==> src/rtl/pc_sequencer.sv <==
// Registered PC sequencer with return-address stack and single-level interrupt entry/return.
// One-cycle latency: an op accepted with step_i=1 shows on pc_o after the next edge; step_i=0 freezes all state.
module pc_sequencer #(
  parameter int              PC_W        = 12,
  parameter int              OFF_W       = 8,
  parameter int              STACK_DEPTH = 4,
  parameter logic [PC_W-1:0] RESET_VEC   = 12'h000,
  parameter logic [PC_W-1:0] INT_VEC     = 12'hFF0,
  localparam int             DW          = $clog2(STACK_DEPTH + 1)
) (
  input  logic             clk_i,
  input  logic             rst_n_i,
  input  logic             step_i,
  input  logic [3:0]       op_i,
  input  logic             zero_i,
  input  logic             carry_i,
  input  logic [OFF_W-1:0] offset_i,
  input  logic [PC_W-1:0]  jump_i,
  input  logic             irq_i,
  output logic [PC_W-1:0]  pc_o,
  output logic [DW-1:0]    stk_depth_o,
  output logic             int_en_o,
  output logic             int_ack_o,
  output logic             stk_ovf_o,
  output logic             stk_unf_o,
  output logic             illegal_o
);

  localparam int            IW   = (STACK_DEPTH > 1) ? $clog2(STACK_DEPTH) : 1;
  localparam logic [DW-1:0] FULL = DW'(STACK_DEPTH);

  logic [PC_W-1:0] r_pc;
  logic [PC_W-1:0] r_stk [STACK_DEPTH];
  logic [DW-1:0]   r_depth;
  logic            r_int_en;
  logic            r_int_ack;
  logic            r_ovf;
  logic            r_unf;
  logic            r_illegal;

  logic [PC_W-1:0] w_seq;
  logic [PC_W-1:0] w_br_target;
  logic            w_full;
  logic            w_empty;
  logic [IW-1:0]   w_top_idx;
  logic [IW-1:0]   w_push_idx;
  logic            w_irq_take;
  logic            w_taken;
  logic [PC_W-1:0] w_nxt_pc;
  logic            w_nxt_int_en;
  logic            w_push;
  logic            w_pop;
  logic [PC_W-1:0] w_push_val;
  logic            w_illegal;

  assign w_seq       = r_pc + 1'b1;
  assign w_br_target = r_pc + {{(PC_W-OFF_W){offset_i[OFF_W-1]}}, offset_i};
  assign w_full      = (r_depth == FULL);
  assign w_empty     = (r_depth == '0);
  assign w_top_idx   = IW'(r_depth - 1'b1);
  assign w_push_idx  = IW'(r_depth);
  assign w_irq_take  = irq_i & r_int_en;

  always_comb begin
    case (op_i[1:0])
      2'b00:   w_taken = zero_i;
      2'b01:   w_taken = ~zero_i;
      2'b10:   w_taken = carry_i;
      default: w_taken = ~carry_i;
    endcase
  end

  always_comb begin
    w_nxt_pc     = w_seq;
    w_nxt_int_en = r_int_en;
    w_push       = 1'b0;
    w_pop        = 1'b0;
    w_push_val   = w_seq;
    w_illegal    = 1'b0;
    if (w_irq_take) begin
      // Interrupt preempts the op; the un-executed PC is saved so RETI replays it.
      w_push       = 1'b1;
      w_push_val   = r_pc;
      w_nxt_pc     = INT_VEC;
      w_nxt_int_en = 1'b0;
    end else begin
      casez (op_i)
        4'b0000: w_nxt_pc = w_seq;
        4'b01??: w_nxt_pc = w_taken ? w_br_target : w_seq;
        4'b1000: w_nxt_pc = jump_i;
        4'b1001: begin
          w_push   = 1'b1;
          w_nxt_pc = jump_i;
        end
        4'b1010: begin
          w_pop    = 1'b1;
          w_nxt_pc = w_empty ? w_seq : r_stk[w_top_idx];
        end
        4'b1011: begin
          w_pop        = 1'b1;
          w_nxt_pc     = w_empty ? w_seq : r_stk[w_top_idx];
          w_nxt_int_en = 1'b1;
        end
        4'b1100: w_nxt_int_en = 1'b1;
        4'b1101: w_nxt_int_en = 1'b0;
        default: w_illegal = 1'b1;
      endcase
    end
  end

  always_ff @(posedge clk_i) begin
    if (!rst_n_i) begin
      r_pc      <= RESET_VEC;
      r_depth   <= '0;
      r_int_en  <= 1'b0;
      r_int_ack <= 1'b0;
      r_ovf     <= 1'b0;
      r_unf     <= 1'b0;
      r_illegal <= 1'b0;
    end else if (step_i) begin
      r_pc      <= w_nxt_pc;
      r_int_en  <= w_nxt_int_en;
      r_int_ack <= w_irq_take;
      r_illegal <= w_illegal;
      if (w_push && w_full)   r_ovf <= 1'b1;
      if (w_pop && w_empty)   r_unf <= 1'b1;
      if (w_push && !w_full)  r_depth <= r_depth + 1'b1;
      if (w_pop && !w_empty)  r_depth <= r_depth - 1'b1;
    end else begin
      r_int_ack <= 1'b0;
      r_illegal <= 1'b0;
    end
  end

  // Stack storage needs no reset; depth alone decides which entries are live.
  always_ff @(posedge clk_i) begin
    if (rst_n_i && step_i && w_push && !w_full) r_stk[w_push_idx] <= w_push_val;
  end

  assign pc_o        = r_pc;
  assign stk_depth_o = r_depth;
  assign int_en_o    = r_int_en;
  assign int_ack_o   = r_int_ack;
  assign stk_ovf_o   = r_ovf;
  assign stk_unf_o   = r_unf;
  assign illegal_o   = r_illegal;

endmodule

==> config.mk <==
export PLATFORM = sky130hd
export DESIGN_NAME = pc_sequencer
export DESIGN_NICKNAME = d
export VERILOG_FILES = /design/src/rtl/pc_sequencer.sv
export SDC_FILE = /design/constraint.sdc
export NUM_CORES = 1
export LEC_CHECK = 0
export ABC_AREA = 1
export CAP_MARGIN = 5
export CORE_MARGIN = 8
export CORE_UTILIZATION = 52
export DETAILED_ROUTE_END_ITERATION = 10
export HOLD_SLACK_MARGIN = 0.05
export PLACE_DENSITY = 0.82
export SYNTH_ARGS = -nofsm -noshare
export SYNTH_HDL_FRONTEND = slang
export SYNTH_SLANG_ARGS = --single-unit
==> constraint.sdc <==
create_clock -name clk_i -period 5.2 [get_ports clk_i]
set_input_delay 1.04 -clock clk_i [delete_from_list [all_inputs] [get_ports clk_i]]
set_output_delay 1.04 -clock clk_i [all_outputs]
set_load 0.03 [all_outputs]
==> metrics.md, run 1 <==
| Metric | Value |
|---|---|
| Quantity of hold-fixing buffers added after cts | 0 |
| Layout cells sized above 1 | 0.0494 |
| Setup Fix Bufs, Post-CTS | 0 |
| Synth cell types | 32 |
| Power, Total | ~0.0014 W |
| RR Startpoint | stk_depth_o[0]$_SDFFE_PN0P_ |
| CTS tree | built |
| Setup Total Neg Slack | 0 ns |
| Cell Pwr Density | 278 nW/um^2 |
| Die width | ~110 um |
| Cells after synthesis | 555 |
| Reg2reg path depth | 7 |
| Syn Area/Cell | about 7.5 um^2 |
| Hold Crit Start | stk_ovf_o$_SDFFE_PN0P_ |
| Crit path required time | about 5.2 ns |
| Die area | ~11000 um^2 |
| Latest clock arrival within the worst-skew pair | 0.34 ns |
| Starting DRT DRC Count | ~360 |
| Number of max-cap violations | 0 |
| Worst hold path depth | 2 |
| Worst-Margin Slew | approximately 1.1 ns |
| Routed WL | between 10000 and 15000 um |
| Total global-route track usage | 0.204 |
| Core area | 7770 um^2 |
| Run status | finished clean |
| Port Buffers | about 50 |
| Leakage power total | approximately 2.1 nW |
| Crit path max-delay family | simple AND/OR/NAND/NOR gates |
| Vias in the first global route | 3928 |
| Worst-path clk slew | ~0.080 ns |
| Crit path time final | ~3 ns |
| Vias | about 4000 |
| Commonest non-fill, non-tap cell in the layout | nand2_1 |
| Vias per cell | approximately 5.6 |
| Critical path's slowest cell | nor2_1 |
| Largest net degree at the start of global routing | 29 |
| HPWL after DPL | slightly below 9000 um |
| Antenna Violating Nets Remaining | 0 |
| Dpl cells | between 600 and 700 |
| Per-cell routed wire length | 15.9 um |
| Post-Synthesis Net Count | 604 |
| Setup crit end kind | register |
| First-pass GRT wire length | between 15000 and 20000 um |
| CP bufs+invs | 2 |
| Initial core utilization | 0.538 |
| Final non-filler cell total | 709 |
| Nets | between 600 and 700 |
| Arr. time, crit path | around 3.0 ns |
| Kind of critical path | in -> reg |
| Commonest cells after routing, fill and taps aside | nand2_1, inv_1, nand3_1, clkdlybuf4s50_1 |
| Initial DRT Pass Iterations | 6 |
| Worst hold slack | around 0.52 ns |
| Area Overhead vs Synth | 18.5% |
| Initial antenna violation count | 0 |
| Async SR Flop Fraction | 0 |
| Diode count | 0 |
| Hold path endpoint | stk_ovf_o$_SDFFE_PN0P_ |
| Gpl congestion | 0.944 |
| Worst setup SP type | primary input |
| Slew HR | 0.296 |
| Slowest stage delay, CP | between 0.8 and 0.9 ns |
| Crit-path cells | clkdlybuf4s50_1 > inv_1 > nor2_1 > nand2_1 > nand2_1 > nand4_1 > nor2_1 |
| Fill cell count | between 600 and 700 |
| Achievable Freq | approximately 330 MHz |
| Min-delay worst type | reg -> reg |
| Worst-path fanout max | 12 |
| Ports | 50 |
| Ys flop type | edfxtp_1 |
| Final setup fails | 0 |
| Number of synthesized flops with an enable pin | between 40 and 50 |
| Max clock buf depth | 2 |
| Die height | between 100 and 150 um |
| Final slew viol count | 0 |
| Cts bufs inserted | 9 |
| Post-layout util | 0.638 |
| Final period util | 0.591 |
| Clock skew | between 0.01 and 0.015 ns |
| Total congestion overflow | 0 |
| Sequential area share after synthesis | 0.440 |
| Root Buffer Master | clkbuf_8 |
| DRC Markers | 0 |
| Placement row count | 32 |
| VDD IR-drop max | about 150 uV |
| Final Hold Fails | 0 |
| #FFs+latches synth | 68 |
| H-Tree Depth | 3 |
| # resized after CTS | 0 |
| RSZ-0062 raised after global routing | no |
| FF-to-FF End | r_stk[3][9]$_DFFE_PP_ |
| CTS Sinks | just under 70 |
| Reg2reg setup slack | approximately 2.3 ns |
| Warning count from the yosys run | 0 |
| Cell Area, Synth | 4180 um^2 |
==> logic make-up (layout without fill, tap and decap cells) <==
group	after synthesis	count (layout)	share of synthesized area
flops	68	68	0.440
simple gates	297	297	0.297
xor+xnor	12	12	0.0251
buf+inv	80	132	0.0760
fa+ha+maj	19	19	0.0586
compound gates	79	79	0.103
==> cells in the mapped netlist, types with 7 or more instances <==
library cell | count | area [um^2]
nand2_1 | 169 | 634
inv_1 | 63 | 236
nand3_1 | 60 | 300
edfxtp_1 | 48 | 1440
nor2_1 | 48 | 180
a21oi_1 | 32 | 160
o21ai_0 | 32 | 160
dfxtp_1 | 20 | 400
ha_1 | 18 | 225
xor2_1 | 9 | 78.8
clkbuf_1 | 7 | 26.3
==> registers in the layout, summed over array words and instances, names as in the netlist <==
signal	cells
r_stk	48
pc_o	12
stk_ovf_o	1
illegal_o	1
int_ack_o	1
int_en_o	1
stk_depth_o	3
stk_unf_o	1
==> cell type report <==
type | instances | area [um^2] | area share
sequential | 68 | 1840 | 0.372
clock buffer | 10 | 128 | 0.0258
tap | 102 | 128 | 0.0258
clock inverter | 6 | 88.8 | 0.0179
inverter | 66 | 248 | 0.0500
timing repair buffer | 50 | 498 | 0.101
multi-input combinational | 407 | 2020 | 0.408
==> stage by stage <==
step | cell area [um^2] | setup WS [ns]
final | 4950 | 2.12
after global routing | 4950 | 1.95
after CTS | 4950 | 2.14
after detailed placement | 4740 | 1.78
after global placement | 4740 | 1.93
after floorplan | 4180 | 2.63
==> layer usage <==
metal | routed length, um | global-route usage
met5 | 0 | 0
met4 | 306 | 0.0915
met3 | 776 | 0.0262
met2 | 5510 | 0.358
met1 | 4710 | 0.243
==> power breakdown <==
part / internal [W] / switching [W]
Clock: 0.000270 / 0.000207
Sequential: 0.000597 / 0.0000179
Combinational: 0.000105 / 0.000182
Total: 0.000972 / 0.000407
==> worst min-delay path, delay by kind of cell (launching register included) <==
| kind | cells | cell delay [ns] |
|---|---|---|
| and+or+nand+nor | 1 | 0.08 |
| AOI/OAI and AO/OA | 1 | 0.05 |
| DFF | 1 | 0.36 |
==> worst max-delay path by stage <==
stage                                           start                      to  slack (ns)  cells past startpoint
after detailed placement                      op_i[0]   r_stk[3][6]$_DFFE_PP_        1.78                      7
final                                         op_i[3]   r_stk[3][9]$_DFFE_PP_        2.12                      7
after floorplan           stk_depth_o[0]$_SDFFE_PN0P_   r_stk[1][0]$_DFFE_PP_        2.63                      8
after global routing                          op_i[3]   r_stk[3][4]$_DFFE_PP_        1.95                      7
after global placement                        op_i[0]   r_stk[3][7]$_DFFE_PP_        1.93                      7
after CTS                                     op_i[0]  r_stk[3][11]$_DFFE_PP_        2.14                      7
No activity file was read; power rests on OpenSTA's default activity.
==> inputs of run 2 (changes only) <==
==> constraint.sdc (replaced) <==
create_clock -name clk_i -period 2.9 [get_ports clk_i]
set_input_delay 0.58 -clock clk_i [delete_from_list [all_inputs] [get_ports clk_i]]
set_output_delay 0.58 -clock clk_i [all_outputs]
set_load 0.03 [all_outputs]
==> run 2 against run 1 <==
- clock power is 120% higher
- routed wire length is 6.4% higher
- clock-buffer cell count stayed put
- sequential power is 79% higher
- via count is 0.88% lower
- combinational power is 82% higher
- utilization is 1.6 points higher
- final cell count is 1.4% higher
- cell area is 2.5% higher
- global-route usage is 1.2 points higher
- critical endpoint is now stk_depth_o[0]
==> metrics.md, run 2 (same netlist as run 1, synthesis figures left out) <==
| Metric | Value |
|---|---|
| Setup Fix Bufs, Post-CTS | 0 (unchanged) |
| Run status | finished clean (unchanged) |
| Worst-path fanout max | 27 (was 12) |
| Met1 wire length | 4870 um (was 4710 um) |
| Placement row count | 32 (unchanged) |
| Top layer in use | met4 (unchanged) |
| Arr. time, crit path | 1.72 ns (was 3.04 ns) |
| RR Startpoint | pc_o[0]$_SDFFE_PN0P_ (was stk_depth_o[0]$_SDFFE_PN0P_) |
| Final slew viol count | 0 (unchanged) |
| # resized after CTS | 0 (unchanged) |
| Routed WL | 12000 um (was 11300 um) |
| Total global-route track usage | 0.215 (was 0.204) |
| H-Tree Depth | 3 (unchanged) |
| Starting DRT DRC Count | 324 (was 355) |
| Die area | 11200 um^2 (unchanged) |
| Largest register FFs | 48 (unchanged) |
| CTS Sinks | 68 (unchanged) |
| RSZ-0062 raised after global routing | no (unchanged) |
| Setup Total Neg Slack | 0 ns (unchanged) |
| Vias in the first global route | 3861 (was 3928) |
| WL met3 | 870 um (was 776 um) |
| Nets | 661 (was 651) |
| VDD IR-drop max | 245 uV (was 152 uV) |
| Slew HR | 0.520 (was 0.296) |
| Die width | 106 um (unchanged) |
| Root Buffer Master | clkbuf_8 (unchanged) |
| Setup crit end kind | output port (was register) |
| Layout cells sized above 1 | 0.0648 (was 0.0494) |
| Achievable Freq | between 400 and 500 MHz |
| Biggest register | r_stk (unchanged) |
| Leakage power total | 2.22 nW (was 2.14 nW) |
| Worst setup SP type | register (was primary input) |
| First-pass GRT wire length | 19200 um (was 18500 um) |
| Worst-Margin Slew | 0.712 ns (was 1.05 ns) |
| Min-delay worst type | reg -> reg (unchanged) |
| Die height | 106 um (unchanged) |
| Ports | 50 (unchanged) |
| Quantity of hold-fixing buffers added after cts | 0 (unchanged) |
| Port Buffers | 49 (unchanged) |
| Number of max-cap violations | 0 (unchanged) |
| Final period util | 0.794 |
| HPWL after DPL | 9000 um (was 8650 um) |
| Gpl congestion | 0.949 (was 0.944) |
| CP startpoint | stk_depth_o[0]$_SDFFE_PN0P_ (was op_i[3]) |
| Fill cell count | 690 (was 677) |
| Initial core utilization | 0.538 (unchanged) |
| Cts bufs inserted | 9 (unchanged) |
| Vias per cell | 5.47 (was 5.60) |
| Commonest non-fill, non-tap cell in the layout | nand2_1 (unchanged) |
| Per-cell routed wire length | 16.7 um (was 15.9 um) |
| Largest net degree at the start of global routing | 28 (was 29) |
| DRC Markers | 0 (unchanged) |
| Latest clock arrival within the worst-skew pair | 0.35 ns (was 0.34 ns) |
| Hold Crit Start | stk_ovf_o$_SDFFE_PN0P_ (unchanged) |
| Diode count | 0 (unchanged) |
| Commonest cells after routing, fill and taps aside | nand2_1, inv_1, nand3_1, clkdlybuf4s50_1 (unchanged) |
| Antenna Violating Nets Remaining | 0 (unchanged) |
| Clock skew | 0.0167 ns (was 0.0107 ns) |
| Max clock buf depth | 2 (unchanged) |
| Crit path required time | 2.32 ns (was 5.16 ns) |
| Kind of critical path | reg -> out (was in -> reg) |
| Cell Pwr Density | 523 nW/um^2 (was 278 nW/um^2) |
| Crit path time final | 2.30 ns |
| Final setup fails | 0 (unchanged) |
| Worst-path clk slew | 0.08 ns (about the same) |
| Post-layout util | 0.654 (was 0.638) |
| Core area | 7770 um^2 (unchanged) |
| Final Hold Fails | 0 (unchanged) |
| Vias | 3933 (was 3968) |
| Initial DRT Pass Iterations | 5 (was 6) |
| Area Overhead vs Synth | 21.4% (was 18.5%) |
| Initial antenna violation count | 0 (unchanged) |
| Routed wl met2 | 6010 um (was 5510 um) |
| CTS tree | built (unchanged) |
| Total congestion overflow | 0 (unchanged) |
run 2: cell types whose count changed in the layout (fill, tap and decap cells not counted):
cell	before	now
buf_4	1	11
bufinv_16	2	4
clkinv_2	1	0
clkinv_4	1	2
clkinvlp_4	2	0
run 2: cell type report:
cell class              count  area (um^2)  area share
clock buffers              10          128      0.0251
clock inverters             6          138      0.0271
inverters                  66          248      0.0488
multi-input cells         407         2020       0.398
flip-flops and latches     68         1840       0.363
well taps                 102          128      0.0251
repair buffers             60          573       0.113
run 2: where the power goes:
group	internal [W]	switching (W)	leakage, nW	total, W
Combinational	0.000193	0.000328	1.49	0.000521
Sequential	0.00107	0.0000329	0.604	0.00110
Clock	0.000662	0.000371	0.131	0.00103
Total	0.00192	0.000732	2.22	0.00266
run 2: per-layer routing:
layer	vias up	GRT usage
met5	-	0
met4	0	0.0754
met3	27	0.0396
met2	174	0.371
met1	1793	0.263
li1	1939	-
run 2: per-stage QoR:
step	hold slack, ns	power, W	setup WS [ns]	instance area [um^2]	cells
floorplan	0.621	0.00145	0.330	4180	555
global placement	0.465	0.00163	0.289	4810	703
detailed placement	0.469	0.00164	0.280	4810	703
CTS	0.497	0.00266	0.571	5080	719
global route	0.531	0.00276	0.504	5080	719
finish	0.501	0.00266	0.597	5080	719
run 2: worst max-delay path, cell delays in order (launching register included):
cell	delay (ns)
dfxtp_1	0.35
buf_4	0.29
clkdlybuf4s50_1	0.73
run 2: final timing paths:
check / cells after the start / endpoint / slack [ns]
max: 2 / stk_depth_o[0] / 0.60
min: 2 / stk_ovf_o$_SDFFE_PN0P_ / 0.50
max reg2reg: 11 / pc_o[8]$_SDFFE_PN0P_ / 0.75
min reg2reg: 2 / stk_ovf_o$_SDFFE_PN0P_ / 0.50
==> inputs of run 3 (changes only) <==
--- a/config.mk
+++ b/config.mk
@@ -8,10 +8,10 @@
 export ABC_AREA = 1
 export CAP_MARGIN = 5
 export CORE_MARGIN = 8
-export CORE_UTILIZATION = 52
+export CORE_UTILIZATION = 51
 export DETAILED_ROUTE_END_ITERATION = 10
 export HOLD_SLACK_MARGIN = 0.05
-export PLACE_DENSITY = 0.82
+export PLACE_DENSITY = 0.84
 export SYNTH_ARGS = -nofsm -noshare
 export SYNTH_HDL_FRONTEND = slang
 export SYNTH_SLANG_ARGS = --single-unit
==> constraint.sdc (replaced) <==
create_clock -name clk_i -period 2 [get_ports clk_i]
set_input_delay 0.4 -clock clk_i [delete_from_list [all_inputs] [get_ports clk_i]]
set_output_delay 0.4 -clock clk_i [all_outputs]
set_load 0.03 [all_outputs]
==> run 3 against run 2 <==
- largest cell class unchanged
- setup slack got worse by 0.57 ns
- clock-buffer cell count shrank 1
- critical path depth down 1
- register-to-register slack got worse by 0.61 ns
- clock skew shrank 0.0052 ns
- critical endpoint is now pc_o[9]
- highest routed layer unchanged
- non-clock buffer count grew 61
- cell area grew 10%
- flip-flop and latch count unchanged
- clock power barely moved
- combinational power up 79%
==> metrics.md, run 3 (same netlist as run 1, synthesis figures left out) <==
| Metric | Value |
|---|---|
| Run status | finished clean (unchanged) |
| Per-cell routed wire length | 16.2 um (was 16.7 um) |
| Worst setup SP type | register (unchanged) |
| Setup crit end kind | output port (unchanged) |
| Initial core utilization | 0.517 (was 0.538) |
| Largest register FFs | 48 (unchanged) |
| Placement row count | 33 (was 32) |
| Kind of critical path | reg -> out (unchanged) |
| Largest net degree at the start of global routing | 28 (unchanged) |
| Fill cell count | 659 (was 690) |
| Vias per cell | 5.42 (was 5.47) |
| Slowest stage delay, CP | 0.74 ns (was 0.73 ns) |
| Ports | 50 (unchanged) |
| Gpl congestion | 1.00 (was 0.949) |
| CTS tree | built (unchanged) |
| Die height | 107 um (was 106 um) |
| Hold path endpoint | stk_ovf_o$_SDFFE_PN0P_ (unchanged) |
| Initial DRT Pass Iterations | 5 (unchanged) |
| Final slew viol count | 0 (unchanged) |
| Achievable Freq | 506 MHz |
| Pre-CTS setup slack | -0.296 ns (was 0.280 ns) |
| Reg2reg setup slack | 0.14 ns (was 0.75 ns) |
| Hold Crit Start | stk_ovf_o$_SDFFE_PN0P_ (unchanged) |
| Quantity of hold-fixing buffers added after cts | 0 (unchanged) |
| Core area | 8090 um^2 (was 7770 um^2) |
| Final Hold Fails | 0 (unchanged) |
| WL met3 | 1010 um (was 870 um) |
| RSZ-0062 raised after global routing | no (unchanged) |
| First-pass GRT wire length | 20100 um (was 19200 um) |
| Die width | 107 um (was 106 um) |
| Worst hold path depth | 2 (unchanged) |
| Worst-Margin Slew | 0.583 ns (was 0.712 ns) |
| Total global-route track usage | 0.225 (was 0.215) |
| Initial antenna violation count | 0 (unchanged) |
| Vias in the first global route | 4170 (was 3861) |
| Nets | 722 (was 661) |
| Biggest register | r_stk (unchanged) |
| # resized after CTS | 5 (was 0) |
| Diode count | 0 (unchanged) |
| FF-to-FF End | r_stk[3][7]$_DFFE_PP_ (was pc_o[8]$_SDFFE_PN0P_) |
| VDD IR-drop max | 345 uV (was 245 uV) |
| Total congestion overflow | 0 (unchanged) |
| CP bufs+invs | 1 (was 2) |
| Met1 wire length | 4820 um (was 4870 um) |
| Worst-path fanout max | 4 (was 27) |
| Area Overhead vs Synth | 34.1% (was 21.4%) |
| Number of max-cap violations | 0 (unchanged) |
| Arr. time, crit path | 1.58 ns (was 1.72 ns) |
| Setup Total Neg Slack | 0 ns (unchanged) |
| Routed WL | 12700 um (was 12000 um) |
| Leakage power total | 2.56 nW (was 2.22 nW) |
| Crit path max-delay family | buffers and inverters (unchanged) |
| Final period util | 0.989 |
| Setup Fix Bufs, Post-CTS | 0 (unchanged) |
| Cell Pwr Density | 632 nW/um^2 (was 523 nW/um^2) |
| Starting DRT DRC Count | 302 (was 324) |
| Layout cells sized above 1 | 0.176 (was 0.0648) |
| Root Buffer Master | clkbuf_8 (unchanged) |
| Max clock buf depth | 2 (unchanged) |
| Power, Total | 0.00354 W (was 0.00266 W) |
| RR Startpoint | pc_o[0]$_SDFFE_PN0P_ (unchanged) |
| Final setup fails | 0 (unchanged) |
| Die area | 11400 um^2 (was 11200 um^2) |
| Latest clock arrival within the worst-skew pair | 0.35 ns (about the same) |
| Multi-input gate area | 2110 um^2 (was 2020 um^2) |
| HPWL after DPL | 9810 um (was 9000 um) |
| Worst-path clk slew | 0.08 ns (about the same) |
| Critical path's slowest cell | clkdlybuf4s50_1 (unchanged) |
| Crit path required time | 1.60 ns (was 2.32 ns) |
| Top layer in use | met4 (unchanged) |
| Reg2reg path depth | 8 (was 11) |
| Cts bufs inserted | 9 (unchanged) |
| Antenna Violating Nets Remaining | 0 (unchanged) |
| Crit-path cells | clkdlybuf4s50_1 (was buf_4 > clkdlybuf4s50_1) |
| H-Tree Depth | 3 (unchanged) |
| Clock skew | 0.0116 ns (was 0.0167 ns) |
| Port Buffers | 49 (unchanged) |
| CTS Sinks | 68 (unchanged) |
| Crit path setup slack, layout | 0.0227 ns (was 0.597 ns) |
| Slew HR | 0.607 (was 0.520) |
| Routed wl met2 | 6390 um (was 6010 um) |
| Min-delay worst type | reg -> reg (unchanged) |
| DRC Markers | 0 (unchanged) |
| Commonest cells after routing, fill and taps aside | nand2_1, buf_4, inv_1, nand3_1, edfxtp_1 (was nand2_1, inv_1, nand3_1, clkdlybuf4s50_1) |
| Register area | 1850 um^2 (was 1840 um^2) |
| Post-layout util | 0.693 (was 0.654) |
| Commonest non-fill, non-tap cell in the layout | nand2_1 (unchanged) |
| Vias | 4244 (was 3933) |
| Crit path time final | a little under 2 ns |
-- run 3: routing by layer --
| metal | up-vias | track usage |
|---|---|---|
| li1 | 2066 | - |
| met5 | - | 0 |
| met4 | 0 | 0.103 |
| met3 | 38 | 0.0411 |
| met1 | 1946 | 0.267 |
| met2 | 194 | 0.385 |
-- run 3: worst min-delay path, cell delays in order (launching register included) --
cell and delay [ns]:
dfxtp_1 0.35, a31oi_1 0.05, nor2_1 0.08
-- run 3: layout make-up --
cell class | instances | share of cell area
multi-input cells | 407 | 0.377
flip-flops and latches | 68 | 0.329
repair buffers | 121 | 0.194
inverters | 66 | 0.0450
well taps | 105 | 0.0234
clock buffers | 9 | 0.0221
clock inverters | 7 | 0.00937
-- run 3: how the worst max path moves through the flow --
| stage | slack (ns) | start | cells past startpoint | end |
|---|---|---|---|---|
| 2_1_floorplan | -0.09 | stk_depth_o[0]$_SDFFE_PN0P_ | 8 | r_stk[0][0]$_DFFE_PP_ |
| 3_3_place_gp | -0.25 | offset_i[0] | 11 | pc_o[6]$_SDFFE_PN0P_ |
| 3_5_place_dp | -0.30 | offset_i[0] | 11 | pc_o[8]$_SDFFE_PN0P_ |
| 4_1_cts | 0.02 | pc_o[7]$_SDFFE_PN0P_ | 2 | pc_o[7] |
| 5_1_grt | 0.003 | pc_o[9]$_SDFFE_PN0P_ | 1 | pc_o[9] |
| 6_report | 0.02 | pc_o[9]$_SDFFE_PN0P_ | 1 | pc_o[9] |
-- run 3: power by group --
group | switching [W] | total, W | leakage, nW | internal (W)
combinational | 0.000533 | 0.000932 | 1.88 | 0.000399
clock | 0.000568 | 0.00102 | 0.0795 | 0.000453
sequential | 0.0000390 | 0.00159 | 0.606 | 0.00155
-- run 3: stage by stage --
step	hold slack, ns	area [um^2]	instances
final	0.511	5610	783
after CTS	0.511	5560	783
after floorplan	0.602	4260	555
after global routing	0.519	5610	783
after global placement	0.466	5390	767
after detailed placement	0.490	5390	767
